--- config.mk ---
export PLATFORM = sky130hd
export DESIGN_NAME = discrete_latch_mapper
export DESIGN_NICKNAME = d
export VERILOG_FILES = /design/src/rtl/discrete_latch_mapper_pkg.sv /design/src/rtl/discrete_latch_mapper_bank.sv /design/src/rtl/discrete_latch_mapper.sv
export SDC_FILE = /design/constraint.sdc
export NUM_CORES = 1
export LEC_CHECK = 0
export CAP_MARGIN = 30
export CORE_ASPECT_RATIO = 1.75
export CORE_MARGIN = 3
export CORE_UTILIZATION = 26
export DETAILED_ROUTE_END_ITERATION = 16
export GPL_TIMING_DRIVEN = 0
export HOLD_SLACK_MARGIN = 0.05
export PLACE_DENSITY = 0.82
export SYNTH_ARGS = -nofsm -noshare
export SYNTH_HDL_FRONTEND = slang
export SYNTH_SLANG_ARGS = --single-unit
--- constraint.sdc ---
create_clock -name m2 -period 2.5 [get_ports m2]
set_input_delay 0.375 -clock m2 [delete_from_list [all_inputs] [get_ports m2]]
set_output_delay 0.375 -clock m2 [all_outputs]
set_load 0.01 [all_outputs]
--- src/rtl/discrete_latch_mapper_pkg.sv ---
// Shared types for discrete_latch_mapper: board-mode enum, save-state
// register indices and the cfg_sub -> mode decode.
package discrete_latch_mapper_pkg;

  typedef enum logic [2:0] {
    MODE_AXROM = 3'd0,
    MODE_BNROM = 3'd1,
    MODE_GXROM = 3'd2,
    MODE_UXROM = 3'd3,
    MODE_CNROM = 3'd4
  } mode_e;

  localparam logic [7:0] SST_IDX_INNER  = 8'd0;
  localparam logic [7:0] SST_IDX_EXT    = 8'd1;
  localparam logic [7:0] SST_IDX_MAPIDX = 8'd127;

  // Undefined board codes (5-7) fall back to AxROM behaviour.
  function automatic mode_e decode_mode(input logic [2:0] sub);
    case (sub)
      3'd1:    return MODE_BNROM;
      3'd2:    return MODE_GXROM;
      3'd3:    return MODE_UXROM;
      3'd4:    return MODE_CNROM;
      default: return MODE_AXROM;
    endcase
  endfunction

endpackage

--- src/rtl/discrete_latch_mapper_bank.sv ---
// discrete_bank_decode: combinational PRG/CHR/mirroring address mux.
// Takes the latched bank state and the current board mode; holds no state.
module discrete_bank_decode
  import discrete_latch_mapper_pkg::*;
#(
  parameter int PRG_BANK_W = 4,
  parameter int CHR_BANK_W = 2,
  parameter int OUTER_W    = 2
) (
  input  mode_e                              mode,
  input  logic [PRG_BANK_W-1:0]              inner_prg,
  input  logic [CHR_BANK_W-1:0]              inner_chr,
  input  logic                               mir_bit,
  input  logic [OUTER_W-1:0]                 outer,
  input  logic [14:0]                        cpu_addr,
  input  logic [12:0]                        ppu_addr,
  output logic [PRG_BANK_W+OUTER_W+13:0]     prg_addr,
  output logic [CHR_BANK_W+OUTER_W+12:0]     chr_addr,
  output logic                               ciram_a10
);

  localparam int PW = PRG_BANK_W + 14;

  logic [PRG_BANK_W-1:0] bank16;
  logic [PW-1:0]         prg_in;
  logic [CHR_BANK_W-1:0] chr_bank;

  // PRG window: 32K modes drop the bank LSB slot below A15, UxROM pins the
  // upper 16K to the last bank, CNROM is a fixed 32K image.
  always_comb begin
    bank16 = cpu_addr[14] ? '1 : inner_prg;
    case (mode)
      MODE_UXROM: prg_in = {bank16, cpu_addr[13:0]};
      MODE_CNROM: prg_in = PW'(cpu_addr);
      default:    prg_in = PW'({inner_prg, cpu_addr});
    endcase
  end

  // Only GxROM and CNROM boards carry switchable CHR.
  always_comb begin
    chr_bank = '0;
    if (mode == MODE_GXROM || mode == MODE_CNROM) chr_bank = inner_chr;
  end

  assign prg_addr  = {outer, prg_in};
  assign chr_addr  = {outer, chr_bank, ppu_addr};
  assign ciram_a10 = (mode == MODE_AXROM) ? mir_bit : ppu_addr[10];

endmodule

--- src/rtl/discrete_latch_mapper.sv ---
// discrete_latch_mapper: single write-latch discrete NES mapper covering
// AxROM/BNROM/GxROM/UxROM/CNROM, with bus-conflict AND, RMW double-write
// filter and save-state access. Registers clock on the falling edge of M2.
// Optional multicart outer bank register: define MULTICART_OUTER_EN.
module discrete_latch_mapper
  import discrete_latch_mapper_pkg::*;
#(
  parameter int PRG_BANK_W = 4,
  parameter int CHR_BANK_W = 2,
  parameter int OUTER_W    = 2
) (
  input  logic                           m2,
  input  logic                           map_rst_n,
  input  logic [2:0]                     cfg_sub,
  input  logic                           cfg_bus_cf,
  input  logic [7:0]                     cfg_map_idx,
  input  logic [15:0]                    cpu_addr,
  input  logic [7:0]                     cpu_data,
  input  logic                           cpu_rw,
  input  logic [7:0]                     prg_do,
  input  logic [13:0]                    ppu_addr,
  input  logic                           sst_act,
  input  logic                           sst_we,
  input  logic [7:0]                     sst_addr,
  input  logic [7:0]                     sst_dato,
  output logic [7:0]                     sst_di,
  output logic [PRG_BANK_W+OUTER_W+13:0] prg_addr,
  output logic [CHR_BANK_W+OUTER_W+12:0] chr_addr,
  output logic                           ciram_a10,
  output logic                           srm_ce
);

  mode_e                 mode;
  logic [PRG_BANK_W-1:0] inner_prg;
  logic [CHR_BANK_W-1:0] inner_chr;
  logic                  mir_bit;
  logic                  wr_prev;
  logic [OUTER_W-1:0]    outer;
  logic                  lock;
  logic                  srm_claim;
  logic [7:0]            d_val;
  logic                  latch_we;
  logic                  sram_hit;

  assign mode     = decode_mode(cfg_sub);
  assign d_val    = cfg_bus_cf ? (cpu_data & prg_do) : cpu_data;
  assign latch_we = cpu_addr[15] & ~cpu_rw & ~sst_act & ~wr_prev;
  assign sram_hit = (cpu_addr[15:13] == 3'b011);

  // Bank latch, RMW filter and save-state loads. wr_prev tracks accepted
  // writes only, so the write after a rejected one is taken again (the 1st
  // and 3rd of three back-to-back writes land).
  always_ff @(negedge m2 or negedge map_rst_n) begin
    if (!map_rst_n) begin
      inner_prg <= '0;
      inner_chr <= '0;
      mir_bit   <= 1'b0;
      wr_prev   <= 1'b0;
    end else if (sst_act) begin
      if (sst_we && sst_addr == SST_IDX_INNER) begin
        inner_prg <= PRG_BANK_W'(sst_dato[2:0]);
        mir_bit   <= sst_dato[4];
      end
      if (sst_we && sst_addr == SST_IDX_EXT)
        inner_chr <= CHR_BANK_W'(sst_dato[1:0]);
    end else begin
      wr_prev <= latch_we;
      if (latch_we) begin
        case (mode)
          MODE_AXROM: begin
            inner_prg <= PRG_BANK_W'(d_val[2:0]);
            mir_bit   <= d_val[4];
          end
          MODE_BNROM, MODE_UXROM: inner_prg <= PRG_BANK_W'(d_val);
          MODE_GXROM: begin
            inner_prg <= PRG_BANK_W'(d_val[5:4]);
            inner_chr <= CHR_BANK_W'(d_val[1:0]);
          end
          MODE_CNROM: inner_chr <= CHR_BANK_W'(d_val);
          default: ;
        endcase
      end
    end
  end

`ifdef MULTICART_OUTER_EN
  logic outer_we;
  assign outer_we = sram_hit & ~cpu_rw & ~sst_act & ~lock;

  // Outer bank register in the $6000-$7FFF window; once locked it stays
  // frozen until reset (save-state can still restore it).
  always_ff @(negedge m2 or negedge map_rst_n) begin
    if (!map_rst_n) begin
      outer <= '0;
      lock  <= 1'b0;
    end else if (sst_act) begin
      if (sst_we && sst_addr == SST_IDX_EXT) begin
        outer <= sst_dato[4 +: OUTER_W];
        lock  <= sst_dato[7];
      end
    end else if (outer_we) begin
      outer <= cpu_data[OUTER_W-1:0];
      lock  <= cpu_data[7];
    end
  end

  // While unlocked, writes to $6000-$7FFF belong to the outer register.
  assign srm_claim = ~cpu_rw & ~lock;
`else
  assign outer     = '0;
  assign lock      = 1'b0;
  assign srm_claim = 1'b0;
`endif

  assign srm_ce = sram_hit & ~srm_claim;

  logic [2:0] prg_lo;
  logic [1:0] chr_lo;
  logic [1:0] outer_lo;
  assign prg_lo   = 3'(inner_prg);
  assign chr_lo   = 2'(inner_chr);
  assign outer_lo = 2'(outer);

  // Save-state readback mux.
  always_comb begin
    sst_di = 8'hFF;
    case (sst_addr)
      SST_IDX_INNER:  sst_di = {3'd0, mir_bit, 1'b0, prg_lo};
      SST_IDX_EXT:    sst_di = {lock, 1'b0, outer_lo, 2'd0, chr_lo};
      SST_IDX_MAPIDX: sst_di = cfg_map_idx;
      default: ;
    endcase
  end

  discrete_bank_decode #(
    .PRG_BANK_W(PRG_BANK_W),
    .CHR_BANK_W(CHR_BANK_W),
    .OUTER_W   (OUTER_W)
  ) u_dec (
    .mode     (mode),
    .inner_prg(inner_prg),
    .inner_chr(inner_chr),
    .mir_bit  (mir_bit),
    .outer    (outer),
    .cpu_addr (cpu_addr[14:0]),
    .ppu_addr (ppu_addr[12:0]),
    .prg_addr (prg_addr),
    .chr_addr (chr_addr),
    .ciram_a10(ciram_a10)
  );

  logic unused_bits;
  assign unused_bits = ^{ppu_addr[13], sst_dato};

endmodule

Yosys cells after proc, flatten, opt, wreduce, memory -nomap -nowiden --
Cells that the tools add are included.
Word-level totals: flip-flop bits (word level) 8, input port bits 79, output and inout bits 47, word-level logic and storage cells 57
Cells by class: equality and inequality tests 13, multiplexer cells 19, bitwise operators 7, reductions and logical operators 14
Operator list (number):
- one-hot mux 18 bit (2 select lines) | 1
- one-hot mux 8 bit (3 select lines) | 1
- two-way mux 4 bit | 4
- == test 3 x 2 -> 1 bit (second input constant) | 5
- one-hot mux 3 bit (4 select lines) | 1
- one-hot mux 4 bit (3 select lines) | 1
- two-way mux 2 bit | 5
- AND reduction 3 bit | 3
- == test 8 x 1 -> 1 bit (second input constant) | 1
- == test 8 x 7 -> 1 bit (second input constant) | 1
- logical NOT 8 bit | 1
- AND 6 bit | 1
- == test 3 x 1 -> 1 bit (second input constant) | 2
- == test 3 bit (second input constant) | 2
- two-way mux 6 bit | 1
- nonzero test 2 bit | 3
- two-way mux 1 bit | 5
- inequality test 2 x 1 -> 1 bit (second input constant) | 2
- nonzero test 4 bit | 1
- OR reduction 2 bit | 2
- AND 1 bit | 3
- logical NOT 3 bit | 1
- inverter 1 bit | 3
- logical AND 1 bit | 2
- logical OR 1 bit | 1

Logic depth before layout (Yosys ltp) --
depth after elaboration 7, gate-level depth with buffers 5, depth with buffers taken out 4

Cells and area by module --
Synthesis repeated with hierarchy kept, for this count alone.
Second synthesis, totals: cells, all modules 132, area total of the unflattened synthesis 1132.3 µm²
By module, submodules not included:
- discrete_latch_mapper | instances 1, cells each 78, area an instance 715.7 µm², seq. area each 200.2 µm²
- discrete_bank_decode | instances 1, cells each 54, area an instance 416.6 µm², seq. area each 0.0 µm²

==> out/metrics.csv <==
stage,metric,value,unit
synth,cell with the most instances after synthesis,buf_4,
clock_network,CTS max path bufs,2,
critical_path,FF-to-FF Start,wr_prev,
drt,antenna-violating nets left,0,
outcome,status,finished with violations,
critical_path,CP Max Fanout,2,
clock_network,TritonCTS clock tree,built,
grt,first-pass GRT wire length,5390,µm
synth,register area share after synthesis,20.3,%
critical_path,CP Data Required Time,2.12,ns
synth,Post-synth ARST share,100,%
timing,WHS,0.460,ns
synth,Syn. warnings,0,
floorplan,Cell Rows,29,
place,DP Area,1930,µm²
floorplan,Die Height,87.5,µm
grt,antenna violations before repair,0,
drt,drt total wl,3590,µm
timing,Slew @ Worst Pin,0.510,ns
grt,grt total ovfl,0,
drt,drt initial violations,9,
clock_network,CTS buffer count,3,
floorplan,die area,4600,µm²
synth,Mapped Cells,120,
critical_path,Crit. End Element,primary output,
floorplan,Die Wd,52.6,µm
critical_path,Worst Reg-to-Reg Cells,4,
timing,"Hold Violations, Final",0,
final_layout,area grow syn2layout,116,%
job,number of max-cap violations,0,
power_and_ir_drop,PD cells,355,nW/µm²
place,number of buffers inserted by port buffering,86,
synth,complex-gate fraction of the synthesized area,20.4,%
clock_network,CTS clock-pin slew for the worst setup and hold paths,0.03,ns
critical_path,R2R setup slack,1.10,ns
synth,top post-synthesis cells by area,"buf_4 24%, dfrtn_1 20%, mux2_2 11%",
timing,Slew Limit Fails,0,
power_and_ir_drop,total leakage power,0.975,nW
timing,worst setup margin,-0.447,ns
grt,GR Util All Layers,15.2,%
final_layout,number of diodes,0,
critical_path,Startpoint Class,flop,
min_path,worst hold stages,1,
clock_network,worst skew pair latency,0.25,ns
drt,TritonRoute pass-1 iters,2,
grt,vias in the first global route,1257,
synth,Synth area leader,buf_4,
synth,Post-Synth Simple-Gate Area,20.6,%
synth,Post-synth EDFFs,0,
floorplan,Initial Util,27.2,%
final_layout,Final #Nets,305,
critical_path,Setup CP Type,reg -> out,
place,Detailed Place HPWL,2910,µm
synth,"Primary FF master, synth",dfrtn_1,
drt,DRC Markers,0,
synth,Yosys reg bits,8,
floorplan,I/O pin cnt,126,
synth,xor/xnor share of the synthesized area,1.78,%
grt,largest net degree at the start of global routing,11,
drt,routed len/inst,13.3,µm
clock_network,H-tree depth,1,
synth,top cell type's share of synthesized area,23.6,%
drt,DR vias,1253,
min_path,Worst Hold Class,reg -> reg,
critical_path,RR Endpoint,inner_prg[1],
synth,post-synthesis mux area share,11.4,%
power_and_ir_drop,worst vdd ir,0.000353,V
timing,RSZ-0062 raised after global routing,true,
critical_path,CP Data Arrival Time,2.57,ns
synth,post-synthesis cell area,986,µm²
place,Final Wtd Congestion,0.781,
floorplan,core area,3630,µm²
synth,syn_area_per_cell,8.22,µm²
synth,largest family of logic cells by synthesized area,buffers and inverters,
clock_network,CTS sink count,8,
critical_path,Critical Path Start,inner_prg[1],
final_layout,number of fillers in the final layout,321,
synth,Synth Area in Adders,0,%
clock_network,hold_buf cts,0,
critical_path,Worst Setup EP,sst_di[1],
final_layout,final instance area,2130,µm²
timing,Final setup viols,18,
outcome,violated checks,setup timing,
final_layout,share of post-route cells with drive strength above 1,40.2,%
timing,Final Skew,0.00451,ns
synth,synth cell count leaders,"31 x buf_4, 10 x mux2_2, 10 x nor2_1",
power_and_ir_drop,total power draw,756,µW
drt,post-DR vias/cell,4.64,
synth,synth unique cells,35,
timing,Rel. slew slack,65.9,%
clock_network,clk root buf,clkbuf_8,
## cell families after synthesis
group / after synthesis
buf+inv: 35
flops: 8
other cells: 1
simple gates: 37
xor+xnor: 2
mux: 10
compound gates: 27
## worst max-delay path, stage by stage, from the launching register on
cell and delay (ns):
dfrtn_1 0.34, mux2_2 0.27, a221o_1 0.33, buf_6 0.13
## cell usage in the layout, fill, tap and decap left out, types with 3 or more instances in the layout
| cell type | instances |
|---|---|
| clkdlybuf4s50_1 | 57 |
| conb_1 | 4 |
| buf_2 | 12 |
| a21o_1 | 5 |
| o21ai_0 | 3 |
| a21oi_1 | 3 |
| buf_4 | 38 |
| mux2_2 | 7 |
| dlygate4sd2_1 | 10 |
| nand2_1 | 7 |
| nor2_1 | 8 |
| buf_6 | 10 |
| mux2_4 | 3 |
| dfrtn_1 | 8 |
| a221o_1 | 4 |
| clkbuf_8 | 3 |
## per-stage QoR
| stage | setup slack, ns | TNS (ns) | instances | utilization [%] |
|---|---|---|---|---|
| finish | -0.447 | -5.33 | 270 | 58.7 |
| global route | -0.492 | -6.19 | 270 | 58.7 |
| CTS | -0.438 | -5.44 | 268 | 57.0 |
| detailed placement | -1.14 | -14.74 | 255 | 53.2 |
| global placement | -1.12 | -14.56 | 255 | 53.2 |
| floorplan | -0.572 | -3.72 | 123 | - |
## final cells by class
class                   instances  area (µm²)  share of cell area, %
clock buffers                   3        41.3                   1.94
multi-input cells              80         671                   31.5
plain buffers                  33         241                   11.3
well taps                      46        57.6                   2.70
repair buffers                 98         911                   42.8
flip-flops and latches          8         200                   9.40
inverters                       2        7.51                  0.353
## per-layer routing
metal  global-route usage, %  vias to the layer above  part of all wire [%]
li1                        -                      609                     -
met1                    15.0                      557                    33
met2                    29.1                       85                    55
met3                    3.77                        2                    11
met4                    5.12                        0                  0.95
met5                       0                        -                     0
## state kept, by name, summed over array words and instances (netlist names)
register and count:
inner_prg 4, chr_lo 2, wr_prev 1, mir_bit 1
## power breakdown
part / internal (mW) / total [mW] / switching, mW
combinational: 0.266 / 0.411 / 0.145
sequential: 0.162 / 0.186 / 0.0243
clock: 0.105 / 0.158 / 0.0539
total: 0.532 / 0.756 / 0.223
## worst min path at each step
stage / from / end / slack (ns)
floorplan: wr_prev / wr_prev / 0.42
global placement: wr_prev / wr_prev / 0.42
detailed placement: wr_prev / wr_prev / 0.44
CTS: inner_prg[3] / inner_prg[3] / 0.46
global route: inner_prg[3] / inner_prg[3] / 0.49
finish: inner_prg[3] / inner_prg[3] / 0.46
## timing repair
item / in CTS / in global routing
buffers inserted: 10 / 2
endpoints found under the setup margin: 23 / 18
gates resized for setup: 99 / 13
pin swaps: 12 / 3
No activity file was read; power rests on OpenSTA's default activity.
